**src/rtl/cpu_run_ctrl_pkg.sv**
```systemverilog
// Shared types and constants for the core run controller.
package cpu_run_ctrl_pkg;

  // Controller state encoding
  typedef enum logic [2:0] {
    ST_IDLE      = 3'd0,
    ST_RESETTING = 3'd1,
    ST_RUN       = 3'd2,
    ST_PAUSE     = 3'd3,
    ST_STEP      = 3'd4,
    ST_HALTED    = 3'd5
  } run_state_t;

  // Halt cause codes reported on the cause output
  localparam logic [1:0] CAUSE_NONE    = 2'd0;
  localparam logic [1:0] CAUSE_CORE    = 2'd1;
  localparam logic [1:0] CAUSE_TIMEOUT = 2'd2;
  localparam logic [1:0] CAUSE_STOP    = 2'd3;

  // A run is in progress in every state between start and halt
  function automatic logic state_busy(input run_state_t s);
    logic b;
    case (s)
      ST_RESETTING: b = 1'b1;
      ST_RUN:       b = 1'b1;
      ST_PAUSE:     b = 1'b1;
      ST_STEP:      b = 1'b1;
      default:      b = 1'b0;
    endcase
    return b;
  endfunction

  // The core executes only in free-run and single-step states
  function automatic logic state_exec(input run_state_t s);
    logic e;
    case (s)
      ST_RUN:  e = 1'b1;
      ST_STEP: e = 1'b1;
      default: e = 1'b0;
    endcase
    return e;
  endfunction

endpackage

```
**src/rtl/cpu_run_ctrl_sat.sv**
```systemverilog
// Saturating up-counter with synchronous clear and a compare against LIMIT.
module sat_counter #(
  parameter int unsigned    W     = 32,
  parameter logic [W-1:0]   LIMIT = '0
) (
  input  logic         clk,
  input  logic         rst,
  input  logic         clr,
  input  logic         en,
  output logic [W-1:0] q,
  output logic         at_limit
);

  localparam logic [W-1:0] MAX_VAL = {W{1'b1}};

  logic [W-1:0] q_q;

  // Count enabled cycles, holding at all-ones; clear wins over enable
  always_ff @(posedge clk) begin
    if (!rst) begin
      q_q <= {W{1'b0}};
    end else if (clr) begin
      q_q <= {W{1'b0}};
    end else if (en && (q_q != MAX_VAL)) begin
      q_q <= q_q + W'(1);
    end else begin
      q_q <= q_q;
    end
  end

  assign q        = q_q;
  assign at_limit = (q_q == LIMIT);

endmodule

```
**src/rtl/cpu_run_ctrl.sv**
```systemverilog
// Run controller: sequences core reset, free-run, single-step and halt,
// counts execute cycles and captures a0 when the run ends.
module cpu_run_ctrl
  import cpu_run_ctrl_pkg::*;
#(
  parameter int unsigned RESET_CYCLES = 3,
  parameter int unsigned CNT_W        = 32,
  parameter int unsigned MAX_CYCLES   = 50000,
  parameter int unsigned XLEN         = 32
) (
  input  logic             clk,
  input  logic             rst,
  input  logic             start,
  input  logic             step_mode,
  input  logic             step,
  input  logic             stop,
  input  logic             core_halt_req,
  input  logic [XLEN-1:0]  core_a0,
  output logic             core_rst,
  output logic             core_halt,
  output logic             busy,
  output logic             done,
  output logic [1:0]       cause,
  output logic [CNT_W-1:0] cycle_cnt,
  output logic [XLEN-1:0]  result
);

  localparam int unsigned    RW       = $clog2(RESET_CYCLES + 1);
  localparam logic [RW-1:0]  RC_LAST  = RW'(RESET_CYCLES - 1);
  localparam bit             TO_EN    = (MAX_CYCLES != 0);
  // Timeout fires on the execute cycle that sees MAX_CYCLES-1 already counted
  localparam logic [CNT_W-1:0] TO_LIMIT = CNT_W'(MAX_CYCLES - 1);

  run_state_t      state_q, state_d;
  logic [RW-1:0]   rcnt_q, rcnt_d;

  logic            core_rst_q, core_rst_d;
  logic            core_halt_q, core_halt_d;
  logic            busy_q, busy_d;
  logic            done_q, done_d;
  logic [1:0]      cause_q, cause_d;
  logic [XLEN-1:0] result_q, result_d;

  logic            exec_s;
  logic            start_run_s;
  logic            halt_s;
  logic [1:0]      trig_cause_s;
  logic            at_limit_s;
  logic            timeout_s;

  // Execute cycle: core is neither in reset nor halted, as seen on the pins
  assign exec_s    = ~core_rst_q & ~core_halt_q;
  assign timeout_s = TO_EN & at_limit_s;

  sat_counter #(
    .W     (CNT_W),
    .LIMIT (TO_LIMIT)
  ) u_cycle_cnt (
    .clk      (clk),
    .rst      (rst),
    .clr      (start_run_s),
    .en       (exec_s),
    .q        (cycle_cnt),
    .at_limit (at_limit_s)
  );

  // State and reset-length counter registers
  always_ff @(posedge clk) begin
    if (!rst) begin
      state_q <= ST_IDLE;
      rcnt_q  <= RW'(0);
    end else begin
      state_q <= state_d;
      rcnt_q  <= rcnt_d;
    end
  end

  // Next-state logic, including halt trigger detection and its cause
  always_comb begin
    state_d      = state_q;
    rcnt_d       = RW'(0);
    start_run_s  = 1'b0;
    halt_s       = 1'b0;
    trig_cause_s = CAUSE_NONE;
    case (state_q)
      ST_IDLE, ST_HALTED: begin
        if (start) begin
          state_d     = ST_RESETTING;
          start_run_s = 1'b1;
        end else begin
          state_d = state_q;
        end
      end
      ST_RESETTING: begin
        if (stop) begin
          state_d      = ST_HALTED;
          halt_s       = 1'b1;
          trig_cause_s = CAUSE_STOP;
        end else if (rcnt_q == RC_LAST) begin
          state_d = step_mode ? ST_PAUSE : ST_RUN;
        end else begin
          rcnt_d = rcnt_q + RW'(1);
        end
      end
      ST_RUN, ST_STEP: begin
        if (exec_s && stop) begin
          state_d      = ST_HALTED;
          halt_s       = 1'b1;
          trig_cause_s = CAUSE_STOP;
        end else if (exec_s && core_halt_req) begin
          state_d      = ST_HALTED;
          halt_s       = 1'b1;
          trig_cause_s = CAUSE_CORE;
        end else if (exec_s && timeout_s) begin
          state_d      = ST_HALTED;
          halt_s       = 1'b1;
          trig_cause_s = CAUSE_TIMEOUT;
        end else if (state_q == ST_STEP) begin
          // A step grants exactly one execute cycle; a step pulse here is dropped
          state_d = ST_PAUSE;
        end else if (step_mode) begin
          state_d = ST_PAUSE;
        end else begin
          state_d = ST_RUN;
        end
      end
      ST_PAUSE: begin
        if (stop) begin
          state_d      = ST_HALTED;
          halt_s       = 1'b1;
          trig_cause_s = CAUSE_STOP;
        end else if (step) begin
          state_d = ST_STEP;
        end else if (!step_mode) begin
          state_d = ST_RUN;
        end else begin
          state_d = ST_PAUSE;
        end
      end
      default: begin
        state_d = ST_IDLE;
      end
    endcase
  end

  // Output next values follow the upcoming state so pins line up with it
  always_comb begin
    core_rst_d  = (state_d == ST_IDLE) || (state_d == ST_RESETTING);
    core_halt_d = ~state_exec(state_d);
    busy_d      = state_busy(state_d);
    done_d      = (state_d == ST_HALTED);
    if (start_run_s) begin
      cause_d = CAUSE_NONE;
    end else if (halt_s) begin
      cause_d = trig_cause_s;
    end else begin
      cause_d = cause_q;
    end
    if (halt_s) begin
      result_d = core_a0;
    end else begin
      result_d = result_q;
    end
  end

  // Output registers
  always_ff @(posedge clk) begin
    if (!rst) begin
      core_rst_q  <= 1'b1;
      core_halt_q <= 1'b1;
      busy_q      <= 1'b0;
      done_q      <= 1'b0;
      cause_q     <= CAUSE_NONE;
      result_q    <= {XLEN{1'b0}};
    end else begin
      core_rst_q  <= core_rst_d;
      core_halt_q <= core_halt_d;
      busy_q      <= busy_d;
      done_q      <= done_d;
      cause_q     <= cause_d;
      result_q    <= result_d;
    end
  end

  assign core_rst  = core_rst_q;
  assign core_halt = core_halt_q;
  assign busy      = busy_q;
  assign done      = done_q;
  assign cause     = cause_q;
  assign result    = result_q;

endmodule

```
**config.mk**
```make
export PLATFORM = sky130hd
export DESIGN_NAME = cpu_run_ctrl
export DESIGN_NICKNAME = d
export VERILOG_FILES = /design/src/rtl/cpu_run_ctrl_pkg.sv /design/src/rtl/cpu_run_ctrl_sat.sv /design/src/rtl/cpu_run_ctrl.sv
export SDC_FILE = /design/constraint.sdc
export NUM_CORES = 1
export LEC_CHECK = 0
export CAP_MARGIN = 15
export CORE_ASPECT_RATIO = 1.5
export CORE_MARGIN = 5
export CORE_UTILIZATION = 35
export DETAILED_ROUTE_END_ITERATION = 10
export PLACE_DENSITY = 0.59
export SLEW_MARGIN = 20
export SYNTH_ARGS = -nofsm -noshare
export SYNTH_HDL_FRONTEND = slang
export SYNTH_SLANG_ARGS = --single-unit
```
**constraint.sdc**
```tcl
create_clock -name clk -period 3.65 [get_ports clk]
set_clock_uncertainty 0.1 [all_clocks]
set_input_delay 1.095 -clock clk [delete_from_list [all_inputs] [get_ports clk]]
set_output_delay 1.095 -clock clk [all_outputs]
set_load 0.01 [all_outputs]
```
# ---- Word level (Yosys, flattened, before mapping)
# Index checks and enable logic that the tools add are counted.
dict set report op_classes {
  addsub 2
  n_eq_ne 13
  mux 25
  bitwise_logic 6
  reduce_logical 14
}
# op count
set ops {}
lappend ops {{adder 32 x 1 -> 32 bit (second input constant)} 1}
lappend ops {{equality test 32 x 16 -> 1 bit (second input constant)} 1}
lappend ops {{inequality test 32 bit (second input constant)} 1}
lappend ops {{two-way mux 3 bit} 8}
lappend ops {{equality test 3 x 2 -> 1 bit (second input constant)} 4}
lappend ops {{equality test 3 bit (second input constant)} 4}
lappend ops {{one-hot mux 3 bit (4 select lines)} 1}
lappend ops {{two-way mux 1 bit} 10}
lappend ops {{OR reduction 2 bit} 5}
lappend ops {{two-way mux 2 bit} 4}
lappend ops {{OR reduction 4 bit} 2}
lappend ops {{equality test 3 x 1 -> 1 bit (second input constant)} 2}
lappend ops {{zero test 3 bit} 2}
lappend ops {{inverter 1 bit} 5}
lappend ops {{logical AND 1 bit} 4}
lappend ops {{one-hot mux 2 bit (2 select lines)} 1}
lappend ops {{adder 2 x 1 -> 2 bit (second input constant)} 1}
lappend ops {{equality test 2 bit (second input constant)} 1}
lappend ops {{one-hot mux 1 bit (2 select lines)} 1}
lappend ops {{AND 1 bit} 1}
lappend ops {{logical OR 1 bit} 1}
dict set report totals {
  regBits 75
  input_bits 39
  out_inout_bits 70
  word_cells 69
}

# ---- Depth between registers and ports, before layout
# Gate-level depths: netlist of the first run.
dict set report depth {
  word_depth 11
  depth_mapped 8
  ltp_nobuf 7
}

# ---- Cells and area by module
# A second synthesis of the first run with hierarchy kept.
dict set report unflattened {
  cells_unflattened 424
  hier_area_um2 3593.4
}
# mod n_inst cells_each area_per_inst_um2 seq_area_each_um2
set modules_own_cells {}
lappend modules_own_cells {cpu_run_ctrl 1 213 1866.8 860.8}
lappend modules_own_cells {sat_counter 1 211 1726.7 640.6}

# ---- Least setup slack after synthesis of the first run
# Ideal clock, no wire load.
dict set report synth_timing {
  kind {input-to-reg}
  start {in stop}
  end {reg core_halt_q, in the netlist core_halt}
  setup_ns 0.132
  arrival_time_ns 2.376
  required_ns 3.418
  path_slack_ns 1.042
  path_stages 7
  n_path_buf 2
  path_cell_list {clkbuf_1 -> a21oi_1 -> o22ai_1 -> and2_1 -> clkbuf_1 -> o31ai_1 -> or3b_2}
}
dict set report synth_via {
  elab_chain_cells 7
  elab_cells_between_ends 10
  cone_classes {eq/ne: 2; mux: 5; bitwise: 1; reduce/logical: 2}
}
# item line_no
set synth_lines {}
lappend synth_lines {{from (decl)} cpu_run_ctrl.sv:16} ;# input logic stop,
lappend synth_lines {{logical AND 1 bit} cpu_run_ctrl.sv:106} ;# if (exec_s && stop) begin
lappend synth_lines {{two-way mux 3 bit} cpu_run_ctrl.sv:106}
lappend synth_lines {{one-hot mux 3 bit (4 select lines) *} cpu_run_ctrl.sv:85} ;# case (state_q)
lappend synth_lines {{equality test 3 bit or equality test 3 x 2 -> 1 bit (tied branches)} cpu_run_ctrl_pkg.sv:36} ;# case (s)
lappend synth_lines {{OR reduction 2 bit (no line) *} n/a}
lappend synth_lines {{two-way mux 1 bit *} cpu_run_ctrl_pkg.sv:36}
lappend synth_lines {{inverter 1 bit *} cpu_run_ctrl.sv:149} ;# core_halt_d = ~state_exec(state_d);
lappend synth_lines {{to (signal assigned)} cpu_run_ctrl.sv:177} ;# core_halt_q <= core_halt_d;
lappend synth_lines {{to (decl)} cpu_run_ctrl.sv:38} ;# logic core_halt_q, core_halt_d;
# Every way passes the cells marked *; elsewhere a longest branch is shown, timed or not.
# A chain may end at the register's enable or synchronous reset.

# ---- Final worst setup path of the first run
dict set report layout_timing {
  start {reg u_cycle_cnt.q_q[10], in the netlist u_cycle_cnt.q[10]}
  end {out cycle_cnt[10]}
}
# item line_no
set layout_lines {}
lappend layout_lines {{from (decl)} cpu_run_ctrl_sat.sv:16} ;# logic [W-1:0] q_q;
lappend layout_lines {{from (signal assigned)} cpu_run_ctrl_sat.sv:21} ;# q_q <= {W{1'b0}};
lappend layout_lines {{from (signal assigned)} cpu_run_ctrl_sat.sv:23} ;# q_q <= {W{1'b0}};
lappend layout_lines {{from (signal assigned)} cpu_run_ctrl_sat.sv:25} ;# q_q <= q_q + W'(1);
lappend layout_lines {{to (decl)} cpu_run_ctrl.sv:24} ;# output logic [CNT_W-1:0] cycle_cnt,
# No word-level cell between the ends.

==> run summary, run 1 <==
The length of routed met2 wiring is just under 5000 um. The count of buffers added on input and output ports is 108. For this block, the routed nets add up to 10,000 um of wire. The core region area is roughly 10,000 um^2. Counting distinct cell types in the post-synthesis netlist gives 52. The worst setup path is captured at an output port. Of the available clock period, the critical path in the final layout requires 0.730.

The flip-flop and latch count after synthesis came out at 75. The total leakage power came out at 1.93 nW. The number of hold violations in the final report came out at 0. The final non-filler cell area is around 5100 um^2. The instance count of the mapped netlist came out at 423. For this configuration, the core starts out at a cell density of 0.357. The clock transition at the registers of the reported paths came out at 0.06 ns. The first-pass GRT wire length came out at 16,600 um. The net count of the finished layout came out at around 570. The post-cts sizing count is 0. Broken down by cell family, the worst path's largest delay share belongs to buffers and inverters. The number of global-route vias before repair is 3,454. Detailed routing inserted a total of about 3,500 vias. Of the synthesized area, sequential elements account for 0.417. The total setup violations reported at the end of the flow is 0.

The H-tree depth reported by CTS is 3. Overall power consumption after layout is estimated at 2.14 mW. Adding up every negative setup slack in the final design gives 0 ns.

The highest metal layer carrying signal wires in the routed design is met4. The critical path in this run is classified as reg2out. The detailed-router iteration count before antenna repair came out at 4.

For the worst-skew pair, the clock arrives at the later sink with an insertion delay of 0.34 ns. Leaving out fill and tap cells, the most frequent cells in the layout are 107 x sky130_fd_sc_hd__clkdlybuf4s50_1, 83 x sky130_fd_sc_hd__nand2_1, 75 x sky130_fd_sc_hd__dfxtp_1. The path class of the tightest hold or removal check is reg2reg. The placed instance count came out at 631. The die footprint is 12,500 um^2. The number of buffers inserted for hold repair after clock tree synthesis is 0. The boundary pin count came out at 109. The warning count from the yosys run came out at 0. The worst hold slack across all endpoints came out at 0.315 ns. The floorplan has 45 rows. The peak supply drop is ~0.24 mV. The worst slew slack as a fraction of its limit is 0.441. The ratio of cells with drive above 1 in the final layout came out at 0.0585.

The synthesis-to-layout area growth is 42.1%. After detailed routing, the number of remaining DRC violations is 0. The TritonCTS sink count came out at 75. The total standard cell area after synthesis is between 3000 and 4000 um^2. The placement-stage cell area came out at around 4800 um^2. Of all nets on the critical path, the largest fanout is 9. The average instance area after synthesis is 8.51 um^2. In the synthesized netlist the async set-or-reset flop fraction comes to 0.

The routability congestion estimate is 0.793. The number of nets with antenna violations after detailed routing came out at 0. Power spread over the standard cell area amounts to ~420 nW/um^2. The die width is ~93 um. The critical path arrival came out at 1.47 ns. STA classifies the critical path startpoint as a flop. Leaving out fill and tap cells, the most frequent cell in the layout is sky130_fd_sc_hd__clkdlybuf4s50_1. The vertical extent of the die is 134 um.

Entering global routing, the biggest net connects between 60 and 70 pins. The starting DRC count in detailed routing came out at 158. The number of flops mapped to enable cells by yosys is 0. The maximum clock frequency came out at 375 MHz.

The post-CTS setup buffer count came out at 0. The most used flip-flop cell after synthesis is sky130_fd_sc_hd__dfxtp_1. Traced cell by cell, the critical path runs through clkdlybuf4s50_1. The post-placement worst setup slack is 0.651 ns. The final setup slack of the worst path is 0.985 ns.

The met3 wire length is between 900 and 1000 um. At the end of the flow the core is filled with cells to 0.507. Across the run, the number of max-cap violations was 0. At the pin with the least slew margin, the transition time is approximately 0.83 ns. The number of buffers and inverters on the critical path came out at 1. The mean number of vias per cell is 5.41. The number of CTS-inserted buffers came out at 9.

For this run the aggregate overflow at the end of global routing stands at 0. The number of antenna violations at the first check in global routing was 0. The clock tree from TritonCTS is done. The met1 routed wirelength after detailed routing is 3930 um. The delay contributed by the slowest stage of the critical path is 0.65 ns.

In this run the clock root is driven by a sky130_fd_sc_hd__clkbuf_16. The clock period could shrink to between 2 and 3 ns. The number of buffers on the longest clock path came out at 2. After the flow finishes, the layout carries non-filler instances totaling 647. The cell type of the slowest stage on the worst timing path is sky130_fd_sc_hd__clkdlybuf4s50_1.

The filler cells instantiated in the layout total ~950. Synthesis produced a netlist with a net count of 464. Dividing the detail-routed wire length by the instance count gives around 16 um. Setup repair after global routing left no endpoint under its margin. The final count of pins violating max slew came out at 0. The run finished with clean final reports.

The repair_antennas step left the layout with diodes totalling 0. The half-perimeter wire length after detailed placement is 7480 um. The global routing usage summed across all routing layers came out at 0.165. The critical path required time is 2.45 ns.
[kinds of logic (layout without fill, tap and decap cells)]
logic type	Yosys count	in the layout	share of synthesized area
AO/OA/AOI/OAI	74	74	0.135
XOR/XNOR	7	7	0.0170
adder cells (fa/ha/maj)	2	2	0.00695
buffers and inverters	31	138	0.0424
flip-flops	75	75	0.417
multiplexers	34	34	0.0945
AND/OR/NAND/NOR	200	200	0.287
[cells in the mapped netlist, types with 3 or more instances]
| cell | instances | area [um^2] |
|---|---|---|
| sky130_fd_sc_hd__o211ai_1 | 4 | 30.0 |
| sky130_fd_sc_hd__nor3_1 | 4 | 20.0 |
| sky130_fd_sc_hd__o21ai_1 | 4 | 20.0 |
| sky130_fd_sc_hd__nand2_1 | 83 | 312 |
| sky130_fd_sc_hd__nor2_1 | 20 | 75.1 |
| sky130_fd_sc_hd__nand2b_1 | 8 | 50.1 |
| sky130_fd_sc_hd__mux2i_1 | 34 | 340 |
| sky130_fd_sc_hd__or3_1 | 17 | 106 |
| sky130_fd_sc_hd__nand3_1 | 15 | 75.1 |
| sky130_fd_sc_hd__or4_1 | 11 | 82.6 |
| sky130_fd_sc_hd__nor4_1 | 6 | 37.5 |
| sky130_fd_sc_hd__dfxtp_1 | 75 | 1500 |
| sky130_fd_sc_hd__buf_6 | 4 | 45.0 |
| sky130_fd_sc_hd__o21ai_0 | 15 | 75.1 |
| sky130_fd_sc_hd__a31oi_1 | 3 | 18.8 |
| sky130_fd_sc_hd__a211oi_1 | 3 | 22.5 |
| sky130_fd_sc_hd__o31ai_1 | 7 | 52.6 |
| sky130_fd_sc_hd__inv_1 | 8 | 30.0 |
| sky130_fd_sc_hd__and4_1 | 3 | 26.3 |
| sky130_fd_sc_hd__and3_1 | 4 | 25.0 |
| sky130_fd_sc_hd__xnor2_1 | 4 | 35.0 |
| sky130_fd_sc_hd__clkbuf_1 | 16 | 60.1 |
| sky130_fd_sc_hd__nand4_1 | 12 | 75.1 |
| sky130_fd_sc_hd__xor2_1 | 3 | 26.3 |
| sky130_fd_sc_hd__a21oi_1 | 25 | 125 |
[final cells by class]
cell class              instances  area (um^2)  share of cell area
clock buffers                  11          243              0.0475
clock inverters                 5          100              0.0196
inverters                       8         30.0             0.00587
multi-input cells             317         1960               0.383
flip-flops and latches         75         1500               0.294
well taps                     117          146              0.0286
repair buffers                114         1130               0.222
[report_power, final]
| part | internal, mW | switching (mW) | total [mW] |
|---|---|---|---|
| Combinational | 0.128 | 0.109 | 0.238 |
| Sequential | 0.848 | 0.0211 | 0.869 |
| Clock | 0.685 | 0.348 | 1.03 |
| Total | 1.66 | 0.478 | 2.14 |
[registers in the layout, indices dropped and copies added, names as in the netlist]
register       flops
u_cycle_cnt.q     32
busy               1
state_q            3
core_halt          1
result            32
core_rst           1
cause              2
rcnt_q             2
done               1
[routing by layer]
layer / up-vias / GRT usage
met5: - / 0
met4: 0 / 0.0774
met3: 19 / 0.0595
met2: 123 / 0.279
met1: 1627 / 0.184
li1: 1730 / -
[final timing paths]
check / from / end / slack, ns / cells after the start
min: rcnt_q[0] / rcnt_q[0] / 0.31 / 1
max: u_cycle_cnt.q[10] / cycle_cnt[10] / 0.98 / 1
max reg2reg: u_cycle_cnt.q[0] / u_cycle_cnt.q[18] / 1.06 / 6
min reg2reg: rcnt_q[0] / rcnt_q[0] / 0.31 / 1
(Power assumes the default switching activity.)
==> run 2, diff against run 1 <==
clock period = 2.6 ns   (was 3.65 ns; I/O delays follow)
==> run 2 against run 1 <==
- die area did not move
- hold slack worse by 0.0026 ns
- worst setup slack lost 0.81 ns
- register-to-register slack worse by 0.89 ns
- sequential share of layout area is 0.35 points lower
- non-clock buffer count grew 19
- first-iteration DRC count decreased by 43%
- count of clock-buffer cells in the layout grew 1
==> run summary, run 2 (synthesis gave the netlist of run 1 again) <==
The run finished with clean final reports. The DRC violation count after routing came out at 0. In this run the critical register-to-register path is launched from u_cycle_cnt.q[23]. Clock-pin slew was measured on the worst setup and hold paths at roughly 0.06 ns. The endpoint of the lowest-slack register-to-register path is result[9].

The detailed-router iteration count before antenna repair came out at 4. The die footprint is approximately 12,000 um^2. The routability congestion estimate is between 0.8 and 0.9.

The pin slew with the least headroom to its limit came out at 0.642 ns. The top cell types in the final layout, fill and taps aside, are 107 x sky130_fd_sc_hd__clkdlybuf4s50_1, 83 x sky130_fd_sc_hd__nand2_1, 75 x sky130_fd_sc_hd__dfxtp_1. 0 antenna diodes ended up in the layout. The total leakage power is slightly below 2 nW. The number of cells traversed by the worst hold path came out at 1. After clock tree synthesis, the repair step resized 0 gates.

After global routing the overflow that remains totals 0. The vertical extent of the die is 134 um. The worst min-delay path class is reg2reg. For this run, the post-layout net count is approximately 590. The post-CTS setup buffer count came out at 0. The number of cells on the worst reg-to-reg path came out at 6. The path with the worst hold slack has its endpoint at rcnt_q[0]. STA classifies the critical path startpoint as a flop. The site row count is 45. The number of buffers on the longest clock path is 2. The largest net degree at the start of global routing is 65. The routed design has a little over 10,000 um of wire. At the worst endpoint, the arrival time is around 2.6 ns. The count of max-cap constraint violations is 0. The final worst-path cycle share is 0.935.

The boundary pin count is around 110. The design draws between 2 and 3 mW. The peak supply drop is 0.295 mV.

The clock root buffer master is sky130_fd_sc_hd__clkbuf_16. The number of global-route vias before repair came to 3,609. The number of buffer cells added on primary ports came out at 108. The number of antenna violations at the first check in global routing is 0. The maximum clock frequency came out at 412 MHz. The final count of pins violating max slew is 0. The startpoint identified for the worst hold timing path is rcnt_q[0]. The signal on the critical path passes through nor4_1 > nand4_1 > o41ai_4 > o211ai_4 > buf_12 > mux2i_1.

After floorplanning, the core was sized to cover 10,100 um^2. Using the TritonRoute via totals, the vias-per-cell ratio works out to about 5.4. By startpoint and endpoint, the worst setup path is classified as reg2reg. For the worst-skew pair, the clock arrives at the later sink with an insertion delay of 0.33 ns. STA classifies the critical path endpoint as a flop. The worst slew slack as a fraction of its limit came out at 0.568.

The cell type of the slowest stage on the worst timing path is sky130_fd_sc_hd__o41ai_4. Buffers inserted to repair hold after CTS numbered 0. Dividing the detail-routed wire length by the instance count gives 15.5 um.

The starting DRC count in detailed routing is 90. The HPWL after detailed placement is 7850 um. The delay contributed by the slowest stage of the critical path came out at around 0.56 ns. TritonCTS built the clock tree.

Summed over all failing endpoints, the final setup total negative slack is 0 ns. The highest fanout seen on the critical path came out at 24. The routed via count is 3,571.

The H-tree was split into 3 levels. The number of CTS-inserted buffers is 9. Setup repair after global routing left no endpoint under its margin. The synthesis-to-layout area growth is 43.8%.

The clock drives 75 sinks. The power per standard cell area is 522 nW/um^2. The starting density of the core is 0.357. The global routing usage summed across all routing layers is 0.170.

In this run the register-to-register setup slack is 0.17 ns. The total setup violations reported at the end of the flow is 0. The minimum clock period after layout came out at approximately 2.4 ns. In this run the remaining antenna-violating nets after routing total 0.

The number of hold violations in the final report came to 0. The library cell used most frequently in the layout, excluding fill and tap cells, is sky130_fd_sc_hd__clkdlybuf4s50_1. The first-pass GRT wire length came out at 17,100 um. The die is roughly 93 um wide. The critical path required time is 2.72 ns.

The ratio of cells with drive above 1 in the final layout came out at 0.0876.
-- run 2: area by class of cell --
cell class	count	area, um^2
Clock inverter	3	15.0
Tap cell	117	146
Fill cell	970	4900
Clock buffer	12	246
Multi-Input combinational cell	317	1960
Timing Repair Buffer	133	1280
Inverter	8	30.0
Sequential cell	75	1500
-- run 2: critical path: cells and delay by family (launching register included) --
kind	cells	cell delay, ns
mux	1	0.13
buf+inv	1	0.22
simple gates	2	0.72
flops	1	0.36
compound gates	2	0.75
-- run 2: worst max-delay path by stage --
stage | to | depth (start not counted) | startpoint
floorplan | core_halt | 7 | stop
global placement | busy | 6 | step
detailed placement | busy | 6 | step
CTS | result[8] | 7 | u_cycle_cnt.q[0]
global route | result[25] | 7 | u_cycle_cnt.q[0]
finish | result[9] | 6 | u_cycle_cnt.q[23]
-- run 2: metrics by stage --
stage                     utilization  std cells  worst slack, ns  instance area, um^2  hold WS, ns
final                           0.513        665            0.170                 5170        0.312
after global routing            0.513        665           0.0140                 5170        0.333
after CTS                       0.513        665            0.125                 5170        0.321
after detailed placement        0.488        650          -0.0440                 4910        0.313
after global placement          0.488        650          -0.0137                 4910        0.300
after floorplan                     -        423            0.307                 3600        0.292
-- run 2: per-layer routing --
layer	wire length [um]	vias to the layer above	track usage	share of wire
li1	-	1772	-	-
met1	4010	1671	0.180	0.39
met2	5100	116	0.292	0.50
met3	988	12	0.0763	0.096
met4	187	0	0.0693	0.018
met5	0	-	0	0
-- run 2: where the power goes --
| part | switching (mW) | internal, mW | total, mW |
|---|---|---|---|
| registers | 0.0293 | 1.19 | 1.22 |
| clock network | 0.464 | 0.662 | 1.13 |
| logic | 0.160 | 0.198 | 0.358 |
| total | 0.653 | 2.05 | 2.70 |
